===== config.mk =====
export PLATFORM = sky130hd
export DESIGN_NAME = fix_to_fp8_encoder
export DESIGN_NICKNAME = d
export VERILOG_FILES = /design/src/rtl/fp8_pkg.sv /design/src/rtl/fp8_pack.sv /design/src/rtl/fix_to_fp8_encoder.sv
export SDC_FILE = /design/constraint.sdc
export NUM_CORES = 1
export LEC_CHECK = 0
export ABC_AREA = 1
export BUFFER_PORTS_ARGS = -buffer_cell sky130_fd_sc_hd__buf_4
export CORE_UTILIZATION = 59
export DETAILED_ROUTE_END_ITERATION = 12
export PLACE_DENSITY = 0.83
export SLEW_MARGIN = 10
export SYNTH_ARGS = -nofsm -noshare
export SYNTH_HDL_FRONTEND = slang
export SYNTH_SLANG_ARGS = --single-unit

===== constraint.sdc =====
create_clock -name clk -period 2.08 [get_ports clk]
set_input_delay 0.416 -clock clk [delete_from_list [all_inputs] [get_ports clk]]
set_output_delay 0.416 -clock clk [all_outputs]
set_load 0.01 [all_outputs]

===== src/rtl/fp8_pkg.sv =====
// fp8_pkg: shared field widths, constants and FSM states for the Q4.4 to FP8 encoder.
package fp8_pkg;
  localparam int EXP_W = 3;
  localparam int MAN_W = 4;
  localparam logic [EXP_W-1:0] BIAS = 3'd3;
  // Bit 7 of the magnitude weighs 2^3, so the starting biased exponent is 3 + BIAS.
  localparam logic [EXP_W-1:0] EXP_INIT = BIAS + 3'd3;
  localparam logic [7:0] FP8_ZERO = 8'h00;
  typedef enum logic [1:0] {IDLE, NORM, DONE} state_t;
endpackage


===== src/rtl/fp8_pack.sv =====
// fp8_pack: packs sign, exponent and normalised magnitude into FP8.
// FP8_ROUND_EN selects round-to-nearest-even instead of truncation.
module fp8_pack
  import fp8_pkg::*;
(
  input  logic             sign,
  input  logic [EXP_W-1:0] e,
  input  logic [7:0]       mag,
  output logic [7:0]       y
);
`ifdef FP8_ROUND_EN
  logic [MAN_W:0] man_r;
  logic           rnd;
  logic           unused_bits;
  assign unused_bits = mag[7];
  always_comb begin
    rnd   = mag[2] && ((|mag[1:0]) || mag[3]);
    man_r = {1'b0, mag[6:3]} + {{MAN_W{1'b0}}, rnd};
    y     = man_r[MAN_W] ? {sign, e + 3'd1, {MAN_W{1'b0}}} : {sign, e, man_r[MAN_W-1:0]};
  end
`else
  logic unused_bits;
  assign unused_bits = ^{mag[7], mag[2:0]};
  assign y = {sign, e, mag[6:3]};
`endif
endmodule


===== src/rtl/fix_to_fp8_encoder.sv =====
// fix_to_fp8_encoder: signed Q4.4 to FP8 converter, normalising one bit per cycle.
// Build with FP8_ROUND_EN for round-to-nearest-even packing.
module fix_to_fp8_encoder
  import fp8_pkg::*;
(
  input  logic       clk,
  input  logic       rst_n,
  input  logic [7:0] in_data,
  input  logic       in_valid,
  output logic       in_ready,
  output logic [7:0] y,
  output logic       zero,
  output logic       out_valid,
  input  logic       out_ready
);
  state_t           state_q, state_d;
  logic             sign_q, sign_d;
  logic [7:0]       mag_q, mag_d;
  logic [EXP_W-1:0] e_q, e_d;
  logic [7:0]       y_q, y_d, y_pk;
  logic             zero_q, zero_d;
  logic             ov_q, ov_d;

  fp8_pack u_pack (.sign(sign_q), .e(e_q), .mag(mag_q), .y(y_pk));

  assign in_ready  = rst_n && (state_q == IDLE);
  assign y         = y_q;
  assign zero      = zero_q;
  assign out_valid = ov_q;

  always_comb begin
    state_d = state_q;
    sign_d  = sign_q;
    mag_d   = mag_q;
    e_d     = e_q;
    y_d     = y_q;
    zero_d  = zero_q;
    ov_d    = ov_q;
    if (state_q == IDLE) begin
      if (in_valid) begin
        sign_d  = in_data[7];
        mag_d   = in_data[7] ? (~in_data) + 8'd1 : in_data;
        e_d     = EXP_INIT;
        state_d = NORM;
      end
    end else if (state_q == NORM) begin
      // Zero input and underflow both flush to +0; the sign is dropped.
      if (mag_q == 8'd0 || (!mag_q[7] && e_q == 3'd1)) begin
        y_d     = FP8_ZERO;
        zero_d  = 1'b1;
        ov_d    = 1'b1;
        state_d = DONE;
      end else if (mag_q[7]) begin
        y_d     = y_pk;
        zero_d  = 1'b0;
        ov_d    = 1'b1;
        state_d = DONE;
      end else begin
        mag_d = {mag_q[6:0], 1'b0};
        e_d   = e_q - 3'd1;
      end
    end else if (out_ready) begin
      ov_d    = 1'b0;
      state_d = IDLE;
    end
  end

  always_ff @(posedge clk) begin
    if (!rst_n) begin
      state_q <= IDLE;
      sign_q  <= 1'b0;
      mag_q   <= 8'd0;
      e_q     <= '0;
      y_q     <= FP8_ZERO;
      zero_q  <= 1'b0;
      ov_q    <= 1'b0;
    end else begin
      state_q <= state_d;
      sign_q  <= sign_d;
      mag_q   <= mag_d;
      e_q     <= e_d;
      y_q     <= y_d;
      zero_q  <= zero_d;
      ov_q    <= ov_d;
    end
  end
endmodule


==> parameters.txt, run 1 <==
Parameter                              Value

Clock tree
  Count of buffers added by post-CTS timing repair for setup    0
  Clock slew at reported path FFs    0.14 ns
  Clock tree from TritonCTS    built
  Clock tree buffer depth    2
  CTS hold repair buffers    0
  Total number of clock tree sinks    24
  CTS resizes    0
  Clock latency on the worst-skew pair    0.31 ns
  Total CTS buffers    3
  CTS H-Tree Depth    1
  Root cell of the clock tree    sky130_fd_sc_hd__clkbuf_4

Timing
  Setup Viol. Count Final    0
  RSZ-0062 raised after global routing    no
  Final critical-path share of the clock period    84.4%
  Timing-limited maximum frequency    0.570 GHz
  Max-slew violations    0
  Setup TNS    0 ns
  Final setup skew    0.00390 ns
  Worst relative slew slack    78.3%
  Final hold viol count    0
  Post-route worst setup slack    0.324 ns
  Transition time at the pin with the least slew margin    0.324 ns
  Final worst hold slack    0.395 ns
  Min Clock Period, post-route    1.76 ns

Power
  P_leak    0.000794 uW
  Worst IR Drop VDD    0.694 mV
  Total chip power    1560 uW
  Power density over cell area    982 nW/um2

Route
  Total Routed Length    3120 um
  Vias per inst    5.31
  Number of antenna-violating nets in the routed design    0
  Pre-antenna DRT Iters    4
  Remaining design rule violation count    0
  Vias    1376
  DRC violation total after the first TritonRoute iteration    38
  Routed length per placed instance    12.0 um

Worst setup path
  Most prevalent standard cell on the critical path    sky130_fd_sc_hd__buf_4
  CP arrival    1.34 ns
  Req. time, crit path    1.66 ns
  Category of cells accounting for the largest share of critical-path delay    flip-flops
  Startpoint of the worst register-to-register path    state_q[0]
  Worst path slowest cell    sky130_fd_sc_hd__dfxtp_1
  Number of cells on the critical path    5
  Reg2reg end    mag_q[4]
  Capturing instance or port of the critical path    in_ready
  Source of the critical timing path    state_q[0]
  Longest individual stage delay on the worst path    0.47 ns
  Path type of the worst setup path    flip-flop to primary output
  Buffers & Inverters on Critical Path    3
  Series of cell instances along the critical path    nor2_2 > buf_4 > inv_1 > nor2_1 > buf_4
  Crit path launch type    flip-flop
  Worst Path Max Fanout    13
  Endpoint class of the critical path    primary output
  Reg2Reg Depth    8
  Register-to-register setup slack    0.45 ns

Worst hold path
  Min-delay src    out_ready
  Class of the most critical hold timing path    input pin to flip-flop

Placed design
  Placed cell count    255
  Final Wtd Congestion    0.816
  Detail Placement HPWL    2360 um
  Pre-CTS setup slack    0.491 ns
  Number of buffer cells added on primary ports    22

Global route
  Vias in the first global route    1302
  Global-route total usage across every layer    28.3%
  Wire length of the first global-routing pass    5370 um
  Overflow left after global routing    0
  Pin count of the biggest net entering global routing    20
  Antenna violations before repair    0

Yosys
  Post-Synthesis Mean Instance Area    6.50 um2
  Synthesized flop and latch total    24
  Synth warn    0
  Net count of the mapped netlist    225
  Cell variety after synth    23
  Synthesized cell area    1370 um2
  Fraction of the yosys area taken by sequential cells    35.2%
  Post-synthesis cell count    210
  Share of synthesized cell area in and, or, nand and nor gates    40.0%
  Arithmetic-cell share of the synthesized area counting full adders, half adders and majority gates    2.75%
  Multiplexer share of the synthesized area    0%
  Share of the synthesized area in compound gates (AO/OA/AOI/OAI)    12.0%
  Dominant combinational cell family by area after synthesis    simple AND/OR/NAND/NOR gates
  Post-synthesis xor/xnor area fraction    0%

Die
  Die extent in y    50.1 um
  IO Pins    23
  Horizontal extent of the die    50.1 um
  Number of placement rows    17
  Area of the core    2190 um2
  Area of the die    2510 um2
  Starting utilization of the core area    62.3%

Layout
  Finished Layout Cells    259
  Filler cell count in the final layout    186
  Diodes inserted    0
  Count of nets after finishing    247
  Fraction of layout instances using a drive strength above 1    18.6%
  Layout overhead on the synthesized area    16.7%

Status
  Run status    completed

Job
  Max-Cap Viols    0
[per-stage QoR]
stage | cell area (um2) | utilization (%)
final | 1590 | 72.7
after global routing | 1590 | 72.7
after CTS | 1590 | 72.7
after detailed placement | 1540 | 70.3
after global placement | 1540 | 70.3
after floorplan | 1370 | -
[worst register-to-register path, cell delays in order, from the launching register on]
cell	delay, ns
sky130_fd_sc_hd__dfxtp_1	0.47
sky130_fd_sc_hd__nor2_2	0.05
sky130_fd_sc_hd__buf_4	0.18
sky130_fd_sc_hd__nor2_2	0.16
sky130_fd_sc_hd__inv_2	0.09
sky130_fd_sc_hd__nand2_2	0.15
sky130_fd_sc_hd__nand3_4	0.19
sky130_fd_sc_hd__nor2_1	0.19
sky130_fd_sc_hd__nor2_1	0.07
[cells by family (layout without fill, tap and decap cells)]
kind of cell	after synthesis	in the layout
AO/OA/AOI/OAI	29	29
AND/OR/NAND/NOR	120	120
adder cells (fa/ha/maj)	3	3
flip-flops	24	24
buffers and inverters	34	55
[cells in the final DEF (no fill, tap or decap), types with 9 or more instances in the layout]
| cell | netlist | routed |
|---|---|---|
| sky130_fd_sc_hd__nor2_1 | 48 | 48 |
| sky130_fd_sc_hd__nand2_1 | 37 | 37 |
| sky130_fd_sc_hd__inv_1 | 26 | 26 |
| sky130_fd_sc_hd__dfxtp_1 | 24 | 24 |
| sky130_fd_sc_hd__buf_4 | 0 | 23 |
| sky130_fd_sc_hd__nand3_1 | 14 | 14 |
| sky130_fd_sc_hd__o21ai_0 | 12 | 12 |
| sky130_fd_sc_hd__a21oi_1 | 12 | 12 |
| sky130_fd_sc_hd__nand4_1 | 9 | 9 |
[synthesized netlist by cell type]
library cell | count | area (um2)
sky130_fd_sc_hd__a21oi_1 | 12 | 60.1
sky130_fd_sc_hd__a21oi_2 | 1 | 8.76
sky130_fd_sc_hd__buf_2 | 2 | 10.0
sky130_fd_sc_hd__buf_6 | 1 | 11.3
sky130_fd_sc_hd__clkbuf_1 | 3 | 11.3
sky130_fd_sc_hd__dfxtp_1 | 24 | 480
sky130_fd_sc_hd__ha_1 | 3 | 37.5
sky130_fd_sc_hd__inv_1 | 26 | 97.6
sky130_fd_sc_hd__inv_2 | 2 | 7.51
sky130_fd_sc_hd__nand2_1 | 37 | 139
sky130_fd_sc_hd__nand2_2 | 3 | 18.8
sky130_fd_sc_hd__nand2_4 | 1 | 11.3
sky130_fd_sc_hd__nand3_1 | 14 | 70.1
sky130_fd_sc_hd__nand3_2 | 1 | 10.0
sky130_fd_sc_hd__nand3_4 | 1 | 17.5
sky130_fd_sc_hd__nand4_1 | 9 | 56.3
sky130_fd_sc_hd__nor2_1 | 48 | 180
sky130_fd_sc_hd__nor2_2 | 3 | 18.8
sky130_fd_sc_hd__nor2_4 | 1 | 11.3
sky130_fd_sc_hd__o21ai_0 | 12 | 60.1
sky130_fd_sc_hd__o21ai_4 | 1 | 16.3
sky130_fd_sc_hd__o22ai_1 | 3 | 18.8
sky130_fd_sc_hd__or2_2 | 2 | 12.5
[worst min path at each step]
| stage | end | slack (ns) | depth (start not counted) |
|---|---|---|---|
| 6_report | state_q[1] | 0.39 | 4 |
| 5_1_grt | mag_q[0] | 0.40 | 3 |
| 4_1_cts | mag_q[0] | 0.40 | 3 |
| 3_5_place_dp | sign_q | 0.45 | 2 |
| 3_3_place_gp | sign_q | 0.45 | 2 |
| 2_1_floorplan | sign_q | 0.43 | 2 |
[flip-flops by register name (all words and copies together), names as in the netlist]
register	flops
sign_q	1
out_valid	1
e_q	3
state_q	2
zero	1
y	8
mag_q	8
[where the power goes]
group | switching (uW) | internal, uW
sequential | 60.5 | 542
clock | 143 | 195
combinational | 390 | 233
[cell type report]
cell class / instances / area (um2) / area share [%]
sequential: 24 / 480 / 30.2
timing repair buffer: 23 / 173 / 10.8
tap: 28 / 35.0 / 2.20
clock inverter: 1 / 30.0 / 1.89
clock buffer: 3 / 22.5 / 1.41
multi-input combinational: 152 / 747 / 46.9
inverter: 28 / 105 / 6.60
[metal layers]
layer	GRT usage [%]	vias up	routed length [um]
li1	-	713	-
met1	33.1	615	1330
met2	50.4	40	1550
met3	2.78	8	173
met4	13.8	0	63
met5	0	-	0
Note: power is estimated with default switching activity, not from simulation.
==> run 2, diff against run 1 <==
CORE_UTILIZATION = 49   (was 59)
PLACE_DENSITY = 0.74   (was 0.83)
clock period = 1.6 ns   (was 2.08 ns; I/O delays follow)
==> parameters.txt, run 2 (synthesized netlist as in run 1, its figures left out) <==
Parameter                              Value

Timing
  Final worst hold slack    0.296 ns
  Transition time at the pin with the least slew margin    0.245 ns
  RSZ-0062 raised after global routing    no
  Final hold viol count    0
  Setup TNS    0 ns
  Timing-limited maximum frequency    0.681 GHz
  Min Clock Period, post-route    1.47 ns
  Max-slew violations    0
  Worst relative slew slack    83.6%
  Setup Viol. Count Final    0
  Final setup skew    0.00111 ns
  Final critical-path share of the clock period    91.8%

Die
  Horizontal extent of the die    54.8 um
  IO Pins    23
  Area of the die    3000 um2
  Starting utilization of the core area    53.6%
  Die extent in y    54.8 um
  Area of the core    2540 um2
  Number of placement rows    18

Layout
  Total area of multi-input combinational cells    754 um2
  Fraction of layout instances using a drive strength above 1    20.9%
  Most common cell after layout, fill and taps aside    sky130_fd_sc_hd__nor2_1
  Commonest cells after routing, fill and taps aside    sky130_fd_sc_hd__nor2_1, sky130_fd_sc_hd__nand2_1, sky130_fd_sc_hd__buf_4, sky130_fd_sc_hd__inv_1, sky130_fd_sc_hd__dfxtp_1
  Count of nets after finishing    251
  Final instance area    1620 um2
  Diodes inserted    0
  Layout overhead on the synthesized area    18.5%
  Utilization after layout    63.6%
  Filler cell count in the final layout    252
  FF+latch area    482 um2

Global route
  Overflow left after global routing    0
  Global-route total usage across every layer    23.5%
  Pin count of the biggest net entering global routing    19
  Wire length of the first global-routing pass    5090 um
  Vias in the first global route    1266
  Antenna violations before repair    0

Route
  Remaining design rule violation count    0
  WL met2    1430 um
  Met3 WL    101 um
  DRC violation total after the first TritonRoute iteration    37
  Total Routed Length    2990 um
  Vias    1365
  Post-route met1 wirelength    1430 um
  Pre-antenna DRT Iters    5
  Vias per inst    5.15
  Routed length per placed instance    11.3 um
  Number of antenna-violating nets in the routed design    0
  Uppermost layer routed    met4

Placed design
  Detail Placement HPWL    2330 um
  Number of buffer cells added on primary ports    22
  Final Wtd Congestion    0.871
  Area after detailed placement    1560 um2

Worst setup path
  Worst path slowest cell    sky130_fd_sc_hd__dfxtp_2
  Worst Path Max Fanout    5
  Buffers & Inverters on Critical Path    2
  Crit path launch type    flip-flop
  Endpoint class of the critical path    primary output
  Path type of the worst setup path    flip-flop to primary output
  CP arrival    1.15 ns
  Longest individual stage delay on the worst path    0.38 ns
  Category of cells accounting for the largest share of critical-path delay    flip-flops
  Series of cell instances along the critical path    nor2_4 > inv_1 > nor2_1 > buf_4
  Req. time, crit path    1.28 ns

Clock tree
  Total CTS buffers    3
  CTS H-Tree Depth    1
  Root cell of the clock tree    sky130_fd_sc_hd__clkbuf_4
  CTS hold repair buffers    0
  Clock slew at reported path FFs    0.13 ns
  Clock latency on the worst-skew pair    0.31 ns
  Clock tree buffer depth    2
  Total number of clock tree sinks    24
  Clock tree from TritonCTS    built

Power
  P_leak    0.000811 uW
  Worst IR Drop VDD    0.962 mV
  Power density over cell area    1210 nW/um2

Job
  Max-Cap Viols    0

Worst hold path
  Class of the most critical hold timing path    input pin to flip-flop

Status
  Run status    completed
[run 2: changes by cell type in the layout (fill, tap and decap cells not counted)]
cell	before	now
sky130_fd_sc_hd__dfxtp_1	24	23
sky130_fd_sc_hd__nand2_1	37	36
sky130_fd_sc_hd__bufinv_16	1	0
sky130_fd_sc_hd__nor2_4	1	2
sky130_fd_sc_hd__nand2_2	3	4
sky130_fd_sc_hd__clkbuf_8	0	1
sky130_fd_sc_hd__dfxtp_2	0	1
sky130_fd_sc_hd__buf_4	23	27
sky130_fd_sc_hd__nor2_2	3	2
[run 2: power by group]
group,switching (uW),internal (uW),leakage [uW],total (uW)
clock network,180,139,0.0000210,319
logic,509,349,0.000592,859
registers,78.0,706,0.000197,784
total,767,1190,0.000811,1960
[run 2: worst paths after layout]
path	from	to	slack, ns	depth (start not counted)
worst max-delay path	state_q[0]	in_ready	0.13	4
worst min-delay path	in_valid	mag_q[0]	0.30	3
worst max register to register	e_q[1]	y[5]	0.14	8
worst min register to register	zero	zero	0.48	2
[run 2: layout make-up]
class,instances,share of cell area (%)
timing repair buffer,27,12.5
inverter,28,6.50
multi-input combinational,152,46.6
clock buffer,4,2.24
sequential,24,29.8
tap,30,2.32
[run 2: timing repair]
action                                  4_1_cts  5_1_grt
setup buffers                                 0        2
endpoints found under the setup margin        0       16
gates resized for setup                       0        3
[run 2: metrics by stage]
step	total power, uW	std cells	setup slack, ns
after global routing	2130	265	0.00406
after CTS	1930	263	0.00993
after global placement	1590	259	0.139
after floorplan	1390	210	0.265
after detailed placement	1610	259	0.0584
final	1960	265	0.131
[run 2: worst register-to-register path, stage by stage, from the launching register on]
cell and delay [ns]:
sky130_fd_sc_hd__dfxtp_1 0.32, sky130_fd_sc_hd__inv_1 0.11, sky130_fd_sc_hd__ha_1 0.18, sky130_fd_sc_hd__nand3_2 0.12
sky130_fd_sc_hd__nand3_1 0.13, sky130_fd_sc_hd__nand2_2 0.15, sky130_fd_sc_hd__inv_1 0.24, sky130_fd_sc_hd__nor2_1 0.08
sky130_fd_sc_hd__nor2_1 0.10
[run 2: layer usage]
layer,GRT usage (%),up-vias
met3,5.83,4
met2,42.4,27
met1,27.1,616
met4,5.98,0
met5,0,-
li1,-,718
